File: src/rtl/lms_adapt_ctrl.sv
// Step-size scheduler and convergence monitor for the 16-tap LMS adaptive FIR.
// Optional mu annealing in COARSE is enabled by defining LMS_MU_ANNEAL_EN.
module lms_adapt_ctrl #(
    parameter int unsigned E_W       = 33,
    parameter int unsigned WIN_LOG2  = 6,
    parameter int unsigned FLUSH_CYC = 16,
    parameter int unsigned MU_COARSE = 4,
    parameter int unsigned MU_FINE   = 8,
    parameter int unsigned MU_FREEZE = 40,
    parameter int unsigned CONV_WINS = 4
) (
    input  logic                          clk,
    input  logic                          reset,
    input  logic                          start,
    input  logic                          abort,
    input  logic signed [E_W-1:0]         e_in,
    input  logic [E_W-2+WIN_LOG2:0]       thr_conv,
    input  logic [E_W-2+WIN_LOG2:0]       thr_div,
    output logic                          filt_rst_n,
    output logic [7:0]                    mu_out,
    output logic [2:0]                    state_out,
    output logic                          converged,
    output logic                          diverged,
    output logic [E_W-2+WIN_LOG2:0]       win_energy
);

    localparam int unsigned ACC_W = E_W - 1 + WIN_LOG2;
    localparam int unsigned MAG_W = E_W - 1;
    localparam int unsigned FL_W  = $clog2(FLUSH_CYC + 1);
    localparam int unsigned Q_W   = $clog2(CONV_WINS + 1);

    typedef enum logic [2:0] {
        S_IDLE   = 3'd0,
        S_FLUSH  = 3'd1,
        S_COARSE = 3'd2,
        S_FINE   = 3'd3,
        S_TRACK  = 3'd4,
        S_FAULT  = 3'd5
    } state_t;

    state_t               state_q, state_d;
    logic [WIN_LOG2-1:0]  win_cnt;
    logic [ACC_W-1:0]     acc;
    logic [Q_W-1:0]       qual;
    logic [FL_W-1:0]      flush_cnt;

    logic [MAG_W-1:0]     mag;
    logic [ACC_W:0]       sum_ext;
    logic [ACC_W-1:0]     energy;
    logic                 accum;
    logic                 win_end;
    logic                 over;
    logic                 quiet;
    logic                 hit;
    logic [Q_W-1:0]       qual_inc;
    logic                 qual_full;
    logic [7:0]           mu_d;

    // Saturating magnitude: the most negative input has no positive twin.
    always_comb begin
        mag = e_in[E_W-2:0];
        if (e_in[E_W-1]) begin
            if (e_in[E_W-2:0] == '0)
                mag = '1;
            else
                mag = ~e_in[E_W-2:0] + MAG_W'(1);
        end
    end

    always_comb begin
        accum     = (state_q == S_COARSE) || (state_q == S_FINE) || (state_q == S_TRACK);
        sum_ext   = {1'b0, acc} + {{(WIN_LOG2 + 1){1'b0}}, mag};
        energy    = sum_ext[ACC_W] ? '1 : sum_ext[ACC_W-1:0];
        win_end   = accum && (win_cnt == '1);
        over      = energy > thr_div;
        quiet     = energy < thr_conv;
        // In TRACK the counter tallies misses; elsewhere it tallies quiet windows.
        hit       = (state_q == S_TRACK) ? !quiet : quiet;
        qual_inc  = qual + Q_W'(1);
        qual_full = hit && (qual_inc == Q_W'(CONV_WINS));
    end

    always_comb begin
        state_d = state_q;
        if (abort) begin
            state_d = S_IDLE;
        end else begin
            case (state_q)
                S_IDLE, S_FAULT: begin
                    if (start)
                        state_d = S_FLUSH;
                end
                S_FLUSH: begin
                    if (flush_cnt == FL_W'(FLUSH_CYC - 1))
                        state_d = S_COARSE;
                end
                S_COARSE, S_FINE, S_TRACK: begin
                    if (win_end) begin
                        if (over)
                            state_d = S_FAULT;
                        else if (qual_full) begin
                            case (state_q)
                                S_COARSE: state_d = S_FINE;
                                S_FINE:   state_d = S_TRACK;
                                default:  state_d = S_COARSE;
                            endcase
                        end
                    end
                end
                default: state_d = S_IDLE;
            endcase
        end
    end

    always_comb begin
        mu_d = 8'(MU_FREEZE);
        case (state_d)
            S_COARSE: begin
                if (state_q != S_COARSE)
                    mu_d = 8'(MU_COARSE);
                else begin
`ifdef LMS_MU_ANNEAL_EN
                    mu_d = mu_out;
                    if (win_end && quiet && (mu_out < 8'(MU_FINE)))
                        mu_d = mu_out + 8'd1;
`else
                    mu_d = 8'(MU_COARSE);
`endif
                end
            end
            S_FINE, S_TRACK: mu_d = 8'(MU_FINE);
            default:         mu_d = 8'(MU_FREEZE);
        endcase
    end

    always_ff @(posedge clk or negedge reset) begin
        if (!reset)
            state_q <= S_IDLE;
        else
            state_q <= state_d;
    end

    always_ff @(posedge clk or negedge reset) begin
        if (!reset) begin
            filt_rst_n <= 1'b1;
            mu_out     <= 8'(MU_FREEZE);
            converged  <= 1'b0;
            diverged   <= 1'b0;
            win_energy <= '0;
        end else begin
            filt_rst_n <= !((state_d == S_FLUSH) || (state_d == S_FAULT));
            mu_out     <= mu_d;
            converged  <= (state_d == S_TRACK);
            diverged   <= (state_d == S_FAULT);
            if (win_end)
                win_energy <= energy;
        end
    end

    always_ff @(posedge clk or negedge reset) begin
        if (!reset) begin
            win_cnt   <= '0;
            acc       <= '0;
            qual      <= '0;
            flush_cnt <= '0;
        end else if (state_d != state_q) begin
            win_cnt   <= '0;
            acc       <= '0;
            qual      <= '0;
            flush_cnt <= '0;
        end else begin
            if (accum) begin
                win_cnt <= win_cnt + WIN_LOG2'(1);
                if (win_end) begin
                    acc  <= '0;
                    qual <= hit ? qual_inc : '0;
                end else begin
                    acc <= energy;
                end
            end
            if (state_q == S_FLUSH)
                flush_cnt <= flush_cnt + FL_W'(1);
        end
    end

    assign state_out = state_q;

endmodule

File: config.mk
export PLATFORM = sky130hd
export DESIGN_NAME = lms_adapt_ctrl
export DESIGN_NICKNAME = d
export VERILOG_FILES = /design/src/rtl/lms_adapt_ctrl.sv
export SDC_FILE = /design/constraint.sdc
export NUM_CORES = 1
export LEC_CHECK = 0
export CAP_MARGIN = 20
export CELL_PAD_IN_SITES_DETAIL_PLACEMENT = 1
export CELL_PAD_IN_SITES_GLOBAL_PLACEMENT = 1
export CORE_UTILIZATION = 43
export DETAILED_ROUTE_END_ITERATION = 10
export GPL_ROUTABILITY_DRIVEN = 0
export GPL_TIMING_DRIVEN = 1
export MAX_ROUTING_LAYER = met4
export PLACE_DENSITY = 0.94
export SYNTH_ARGS = -nofsm -noshare
export SYNTH_HDL_FRONTEND = slang
export SYNTH_SLANG_ARGS = --single-unit
export TNS_END_PERCENT = 5
File: constraint.sdc
create_clock -name clk -period 8.6 [get_ports clk]
set_input_delay 1.72 -clock clk [delete_from_list [all_inputs] [get_ports clk]]
set_output_delay 1.72 -clock clk [all_outputs]
set_load 0.02 [all_outputs]
==> results of run 1 <==
through the flow:
step,hold slack (ps),util
after floorplan,462,-
after global placement,461,0.630
after detailed placement,484,0.630
after CTS,512,0.714
timing repair:
item	in CTS
endpoints found under the setup margin	61
gates cloned	5
setup buffers	63
hold buffers	0
gates resized for setup	168
pin swaps	106
layer usage:
layer | GRT usage | overflow
met3 | 0.742 | 0
met2 | 1.24 | 1056
met4 | 1.10 | 283
met5 | - | -
met1 | 0.906 | 8
synthesized netlist by cell type (21+ instances only):
cell type,number
dfrtp_1,96
a21oi_1,89
a31oi_1,38
clkbuf_1,25
nand4_1,21
nand3_1,27
inv_1,104
nor2_1,101
nor3_1,21
nand2_1,137
ha_1,113
o21ai_0,67
a22o_1,34
logic make-up after synthesis:
logic type	count (synthesis)	synth area share
adders and majority gates	114	0.162
xor gates and xnor gates	39	0.0387
buffers and inverters	149	0.0670
and+or+nand+nor	374	0.201
AOI/OAI and AO/OA	334	0.245
DFF	99	0.281
other	1	0.000424
muxes	4	0.00481
==> impl_metrics.env, run 1 <==
export IMPL_synth_edf_count=0
export IMPL_synth_top_area_share=0.272
export IMPL_htree_levels=3
export IMPL_cts_made_buffers=9
export IMPL_flow_stopped_at="global routing (5_1_grt)"
export IMPL_gr_total_overflow=1347
export IMPL_yosys_warnings=0
export IMPL_root_buffer="clkbuf_16"
export IMPL_core_rowCount=52
export IMPL_ys_seq_area_frac=0.281
export IMPL_post_place_ws_ps=-2070
export IMPL_fp_dieW_um=145
export IMPL_placed_cells=1772
export IMPL_syn_area_um2=8840
export IMPL_placed_area_um2=12700
export IMPL_outcome="stopped before the end"
export IMPL_dieHeight_um=145
export IMPL_syn_area_per_cell_um2=7.93
export IMPL_ys_types=77
export IMPL_clockBufferDepth=2
export IMPL_synth_top_cell_by_area="dfrtp_1"
export IMPL_worst_path_end_type="register data pin"
export IMPL_yosys_top_cells_area="dfrtp_1 (27%), ha_1 (16%), nand2_1 (5.8%)"
export IMPL_initial_core_util=0.438
export IMPL_error_line="[ERROR GRT-0232] Routing congestion too high. Check the congestion heatmap in the GUI."
export IMPL_synthFlopType="dfrtp_1"
export IMPL_syn_inst=1114
export IMPL_cts_sinks=99
export IMPL_groute_usage_overall=0.992
export IMPL_synth_seq_cells=99
export IMPL_port_buffers=159
export IMPL_grt_max_degree=57
export IMPL_async_reset_ff_frac=1.00
export IMPL_dp_hpwl_mm=34.9
export IMPL_pin_count=165
export IMPL_worst_endpoint="acc[35]$_DFFE_PN0P_/D"
==> run 2, diff against run 1 <==
==> config.mk (replaced) <==
export PLATFORM = sky130hd
export DESIGN_NAME = lms_adapt_ctrl
export DESIGN_NICKNAME = d
export VERILOG_FILES = /design/src/rtl/lms_adapt_ctrl.sv
export SDC_FILE = /design/constraint.sdc
export NUM_CORES = 1
export LEC_CHECK = 0
export CAP_MARGIN = 20
export CORE_UTILIZATION = 37
export DETAILED_ROUTE_END_ITERATION = 10
export GPL_ROUTABILITY_DRIVEN = 0
export GPL_TIMING_DRIVEN = 1
export PLACE_DENSITY_LB_ADDON = 0.15
export SYNTH_ARGS = -nofsm -noshare
export SYNTH_HDL_FRONTEND = slang
export SYNTH_SLANG_ARGS = --single-unit
export TNS_END_PERCENT = 5
==> run 2 against run 1 <==
The flow now finishes, with violations (setup timing). Synthesized area unchanged. Synthesized cell count unchanged.
==> impl_metrics.env, run 2 <==
export IMPL_firstDrtPassIters=5
export IMPL_htree_levels=3
export IMPL_cts_sinks=99
export IMPL_antenna_diode_count=0
export IMPL_setup_slack_ps=-518
export IMPL_placed_cells=1847
export IMPL_yosys_top_cells_area="dfrtp_1 (27%), ha_1 (16%), nand2_1 (5.8%)"
export IMPL_cap_violations=0
export IMPL_clockBufferDepth=2
export IMPL_path_common_cell="or3_4"
export IMPL_critPathMaxFanout=6
export IMPL_timing_critical_path_from="e_in[1]"
export IMPL_startpoint_type="primary input"
export IMPL_finalSetupViolCount=61
export IMPL_fin_nets=1832
export IMPL_critPathCapture="acc[35]$_DFFE_PN0P_"
export IMPL_drc_errors=0
export IMPL_failed_checks="setup timing"
export IMPL_r2r_start="acc[20]$_DFFE_PN0P_"
export IMPL_root_buffer="clkbuf_16"
export IMPL_finalInstanceArea_um2=15000
export IMPL_max_slew_margin_rel=0.525
export IMPL_regToRegEndpoint="acc[35]$_DFFE_PN0P_"
export IMPL_path_class="in -> reg"
export IMPL_post_drt_wl_per_cell_um=17.6
export IMPL_gr_total_overflow=0
export IMPL_clock_latency_ps=360
export IMPL_regToRegSetupSlack_ps=2890
export IMPL_grt_max_degree=57
export IMPL_top_regs="acc: 38 flops, win_energy: 38 flops, win_cnt: 6 flops"
export IMPL_drive_above_1_share=0.346
export IMPL_worst_path_max_delay_cell="or3_4"
export IMPL_fin_crit_sh=1.06
export IMPL_port_buffers=159
export IMPL_ys_types=77
export IMPL_synth_edf_count=0
export IMPL_grt_pass1_vias=9742
export IMPL_final_max_slew_viol_count=0
export IMPL_cp_num_cells=36
export IMPL_core_rowCount=56
export IMPL_drtIter0Drc=754
export IMPL_antenna_found_initial=0
export IMPL_wl_mm=33.9
export IMPL_syn_inst=1114
export IMPL_worst_clock_skew_ps=10.5
export IMPL_grt_pass1_wl_mm=49.8
export IMPL_fmax_mhz=110
export IMPL_vias_per_cell=5.35
export IMPL_pin_count=165
export IMPL_yosysMostFrequentCell="nand2_1"
export IMPL_p_per_area_nw_per_um2=93.9
export IMPL_synthTopCellsByCount="nand2_1 (137), ha_1 (113), inv_1 (104), nor2_1 (101), dfrtp_1 (96)"
export IMPL_placed_area_um2=13000
export IMPL_syn_area_per_cell_um2=7.93
export IMPL_cp_buffers_inverters=6
export IMPL_rsz0062_at_grt="true"
export IMPL_fp_dieW_um=157
export IMPL_fin_cells=1929
export IMPL_min_period_ps=9120
export IMPL_outcome="complete, but fails checks"
export IMPL_endpoint_kind="flop"
export IMPL_die_area_um2=24500
export IMPL_core_um2=23500
export IMPL_synth_top_cell_by_area="dfrtp_1"
export IMPL_ys_seq_area_frac=0.281
export IMPL_cp_top_family="simple AND/OR/NAND/NOR gates"
export IMPL_async_reset_ff_frac=1.00
export IMPL_synth_seq_cells=99
export IMPL_critPathMaxStageDelay_ps=440
export IMPL_hold_ws_ps=486
export IMPL_syn_to_final_growth_pct=70.2
export IMPL_synthFlopType="dfrtp_1"
export IMPL_syn_area_um2=8840
export IMPL_rr_worst_depth=24
export IMPL_arrival_ps=9380
export IMPL_clkSlewWorstSetupHoldPaths_ps=80
export IMPL_worst_pin_slew_ps=713
export IMPL_leakagePower_uw=0.00724
export IMPL_postRouteAntennaNets=0
export IMPL_yosys_warnings=0
export IMPL_hold_class="reg -> reg"
export IMPL_hold_viol_final=0
export IMPL_cp_required_ps=8860
export IMPL_groute_usage_overall=0.262
export IMPL_synth_top_area_share=0.272
export IMPL_cts_hold_buffers_added=0
export IMPL_dp_hpwl_mm=24.6
export IMPL_cts_tree="yes"
export IMPL_initial_core_util=0.376
export IMPL_vias=10312
export IMPL_dieHeight_um=157
export IMPL_final_cell_mix="buf_4 (331), clkdlybuf4s50_1 (149), nand2_1 (120)"
export IMPL_cts_made_buffers=9
export IMPL_vdd_drop_max_mv=0.106
export IMPL_final_common_cell="buf_4"
[run 2: cells by family (layout without fill, tap and decap cells)]
logic type                 Yosys count  in the layout  synth area share
AOI/OAI and AO/OA                  334            334             0.245
muxes                                4              4           0.00481
adders and majority gates          114            114             0.162
xor gates and xnor gates            39             39            0.0387
DFF                                 99             99             0.281
other                                1              5          0.000424
and+or+nand+nor                    374            374             0.201
buffers and inverters              149            641            0.0670
[run 2: worst min path at each step]
| stage | depth (start not counted) | start | end | slack (ps) |
|---|---|---|---|---|
| floorplan | 1 | acc[0]$_DFFE_PN0P_ | acc[0]$_DFFE_PN0P_ | 460 |
| global placement | 2 | win_energy[6]$_DFFE_PN0P_ | win_energy[6]$_DFFE_PN0P_ | 460 |
| detailed placement | 2 | win_energy[4]$_DFFE_PN0P_ | win_energy[4]$_DFFE_PN0P_ | 470 |
| CTS | 2 | win_energy[4]$_DFFE_PN0P_ | win_energy[4]$_DFFE_PN0P_ | 500 |
| global route | 2 | win_energy[5]$_DFFE_PN0P_ | win_energy[5]$_DFFE_PN0P_ | 530 |
| finish | 2 | win_energy[4]$_DFFE_PN0P_ | win_energy[4]$_DFFE_PN0P_ | 490 |
[run 2: worst register-to-register path, cell delays in order (launching register included)]
cell       delay [ps]
dfrtp_1           450
ha_1              440
nand4_1           260
nor4_4            290
nand2_1           110
a21oi_2           210
o221ai_2          150
a21oi_2           270
a31o_4            260
nand2_4            80
xor2_4            170
nand2_2           120
buf_6             140
ha_4              260
nand4_1           170
or3_4             440
inv_2              90
o2111ai_4         100
a31oi_4           220
nor3b_4            80
a311oi_4          370
o31ai_4           110
buf_4             180
or3_4             390
a311oi_2          260
[run 2: final cells by class]
type	count	area, um^2
clock buffer	9	225
clock inverter	7	70.1
fill	1906	8440
inverter	105	399
multi-input combinational	870	6870
sequential	99	2480
tap	319	399
timing repair buffer	520	4600
[run 2: metal layers]
layer,track usage,share of wire,up-vias
li1,-,-,4996
met2,0.433,0.47,382
met1,0.345,0.44,4881
met4,0.0770,0.024,0
met5,0,0,-
met3,0.0523,0.065,53
[run 2: per-stage QoR]
step / utilization / setup TNS (ps) / power [uW] / setup slack, ps
2_1_floorplan: - / 0 / 694 / 4.66
3_3_place_gp: 0.553 / -87570 / 924 / -1510
6_report: 0.641 / -26390 / 1410 / -518
3_5_place_dp: 0.553 / -90770 / 932 / -1560
4_1_cts: 0.597 / -21550 / 1370 / -458
5_1_grt: 0.641 / -45410 / 1480 / -825
[run 2: what timing repair did]
| action | 4_1_cts | 5_1_grt |
|---|---|---|
| gates cloned | 3 | 5 |
| setup endpoints to repair | 61 | 61 |
| pin swaps | 64 | 101 |
| setup buffers | 35 | 24 |
| gates resized for setup | 99 | 137 |
[run 2: where the power goes]
| part | total, uW | leakage, uW | internal, uW | switching, uW |
|---|---|---|---|---|
| Combinational | 505 | 0.00591 | 256 | 249 |
| Clock | 415 | 0.000147 | 205 | 209 |
| Sequential | 493 | 0.00119 | 480 | 12.2 |
| Total | 1410 | 0.00724 | 942 | 470 |
Note: power is estimated with default switching activity, not from simulation.
==> run 3, diff against run 2 <==
--- a/config.mk
+++ b/config.mk
@@ -8,6 +8,7 @@
 export CAP_MARGIN = 20
 export CORE_UTILIZATION = 37
 export DETAILED_ROUTE_END_ITERATION = 10
+export DONT_BUFFER_PORTS = 1
 export GPL_ROUTABILITY_DRIVEN = 0
 export GPL_TIMING_DRIVEN = 1
 export PLACE_DENSITY_LB_ADDON = 0.15
==> run 3 against run 2 <==
The run still ends with setup timing left. Total power fell by 7.7%. Count of clock-buffer cells in the layout unchanged. Core utilization down 11 points. Critical endpoint is now acc[30]$_DFFE_PN0P_. Clock skew rose by 2.5 ps. Register-to-register slack got worse by 30 ps. Critical path type unchanged. Clock power increased by 6.0%. Combinational power down 29%. Die area unchanged.
==> impl_metrics.env, run 3 (synthesis gave the netlist of run 2 again) <==
export IMPL_top_regs="acc: 38 flops, win_energy: 38 flops, win_cnt: 6 flops"
export IMPL_startpoint_type="primary input"
export IMPL_min_period_ps=8880
export IMPL_grt_pass1_vias=8878
export IMPL_arrival_ps=9130
export IMPL_drc_errors=0
export IMPL_path_common_cell="buf_4"
export IMPL_worst_clock_skew_ps=12.9
export IMPL_fp_dieW_um=157
export IMPL_failed_checks="setup timing"
export IMPL_vias=9249
export IMPL_cts_made_buffers=9
export IMPL_cts_sinks=99
export IMPL_outcome="complete, but fails checks"
export IMPL_fmax_mhz=113
export IMPL_finalInstanceArea_um2=12500
export IMPL_path_class="in -> reg"
export IMPL_antenna_found_initial=1
export IMPL_postRouteAntennaNets=0
export IMPL_r2r_start="acc[0]$_DFFE_PN0P_"
export IMPL_worst_path_max_delay_cell="or4_4"
export IMPL_clock_latency_ps=360
export IMPL_hold_path_depth=1
export IMPL_fin_crit_sh=1.03
export IMPL_leakagePower_uw=0.00611
export IMPL_regToRegEndpoint="acc[30]$_DFFE_PN0P_"
export IMPL_finalSetupViolCount=53
export IMPL_clockBufferDepth=2
export IMPL_setup_slack_ps=-277
export IMPL_critPathMaxStageDelay_ps=520
export IMPL_cts_tree="yes"
export IMPL_post_drt_wl_per_cell_um=17.9
export IMPL_final_max_slew_viol_count=0
export IMPL_rsz0062_at_grt="true"
export IMPL_port_buffers=0
export IMPL_min_from="acc[24]$_DFFE_PN0P_"
export IMPL_dieHeight_um=157
export IMPL_hold_class="reg -> reg"
export IMPL_hold_path_endpoint="acc[24]$_DFFE_PN0P_"
export IMPL_drtIter0Drc=563
export IMPL_endpoint_kind="flop"
export IMPL_grt_pass1_wl_mm=47.3
export IMPL_grt_max_degree=100
export IMPL_groute_usage_overall=0.252
export IMPL_placed_area_um2=11200
export IMPL_hold_viol_final=0
export IMPL_wl_mm=30.7
export IMPL_htree_levels=3
export IMPL_drive_above_1_share=0.329
export IMPL_root_buffer="clkbuf_16"
export IMPL_final_cell_mix="buf_4 (292), nand2_1 (126), ha_1 (101)"
export IMPL_hold_ws_ps=518
export IMPL_syn_to_final_growth_pct=41.8
export IMPL_rr_worst_depth=29
export IMPL_core_um2=23500
export IMPL_cts_hold_buffers_added=0
export IMPL_core_rowCount=56
export IMPL_vias_per_cell=5.40
export IMPL_gr_total_overflow=0
export IMPL_dp_hpwl_mm=24.0
export IMPL_final_common_cell="buf_4"
export IMPL_pin_count=165
export IMPL_die_area_um2=24500
export IMPL_p_per_area_nw_per_um2=104
export IMPL_regToRegSetupSlack_ps=2860
export IMPL_firstDrtPassIters=5
export IMPL_cap_violations=0
export IMPL_critPathMaxFanout=18
export IMPL_cp_top_family="simple AND/OR/NAND/NOR gates"
export IMPL_initial_core_util=0.376
export IMPL_max_slew_margin_rel=0.452
export IMPL_cp_required_ps=8850
export IMPL_cp_buffers_inverters=7
export IMPL_vdd_drop_max_mv=0.0913
export IMPL_worst_pin_slew_ps=817
export IMPL_timing_critical_path_from="e_in[1]"
export IMPL_clkSlewWorstSetupHoldPaths_ps=80
export IMPL_fin_nets=1616
export IMPL_fill_cells=2276
==> run 3: cell count changes in the layout (fill, tap and decap cells not counted), moves of 6 or more <==
cell,change
buf_6,-10
nor2_1,+9
clkdlybuf4s50_1,-149
nand2_1,+6
nor2_2,-8
ha_4,-12
ha_1,+11
buf_4,-39
==> run 3: cell type report <==
type	instances	area, um^2	area share
well taps	319	399	0.0318
diodes	1	2.50	0.000200
repair buffers	304	2390	0.190
clock inverters	7	86.3	0.00689
clock buffers	9	225	0.0180
multi-input cells	870	6520	0.520
flip-flops and latches	99	2480	0.198
inverters	105	433	0.0345
==> run 3: metrics by stage <==
step	util	power, uW	setup slack, ps	std cells	setup TNS (ps)
global placement	0.477	830	-1110	1660	-62740
detailed placement	0.477	834	-1260	1660	-71600
CTS	0.516	1300	-235	1701	-7520
floorplan	-	694	4.66	1118	0
finish	0.534	1300	-277	1714	-10620
global route	0.534	1370	-622	1714	-31540
==> run 3: layer usage <==
metal / global-route usage / vias to the layer above / share of wire
met5: 0 / - / 0
met4: 0.0850 / 0 / 0.024
met3: 0.0465 / 34 / 0.063
met2: 0.397 / 280 / 0.45
met1: 0.345 / 4377 / 0.47
li1: - / 4558 / -
==> run 3: worst max-delay path by stage <==
| stage | endpoint | slack, ps | depth (start not counted) |
|---|---|---|---|
| 3_5_place_dp | acc[31]$_DFFE_PN0P_ | -1260 | 38 |
| 5_1_grt | acc[9]$_DFFE_PN0P_ | -620 | 39 |
| 2_1_floorplan | acc[28]$_DFFE_PN0P_ | 5 | 36 |
| 6_report | acc[30]$_DFFE_PN0P_ | -280 | 33 |
| 3_3_place_gp | acc[35]$_DFFE_PN0P_ | -1110 | 36 |
| 4_1_cts | acc[35]$_DFFE_PN0P_ | -230 | 30 |
==> run 3: where the power goes <==
| group | internal [uW] | switching [uW] | leakage (uW) |
|---|---|---|---|
| clock network | 231 | 208 | 0.000147 |
| registers | 480 | 24.2 | 0.00119 |
| logic | 173 | 187 | 0.00478 |
| total | 885 | 419 | 0.00611 |
==> run 3: what timing repair did <==
item                                   in CTS  in global routing
setup endpoints to repair                  61                 61
endpoints found under the hold margin       0                  0
gates cloned                                1                  0
setup buffers                              24                 12
gates resized for setup                    74                 66
pin swaps                                  46                 36
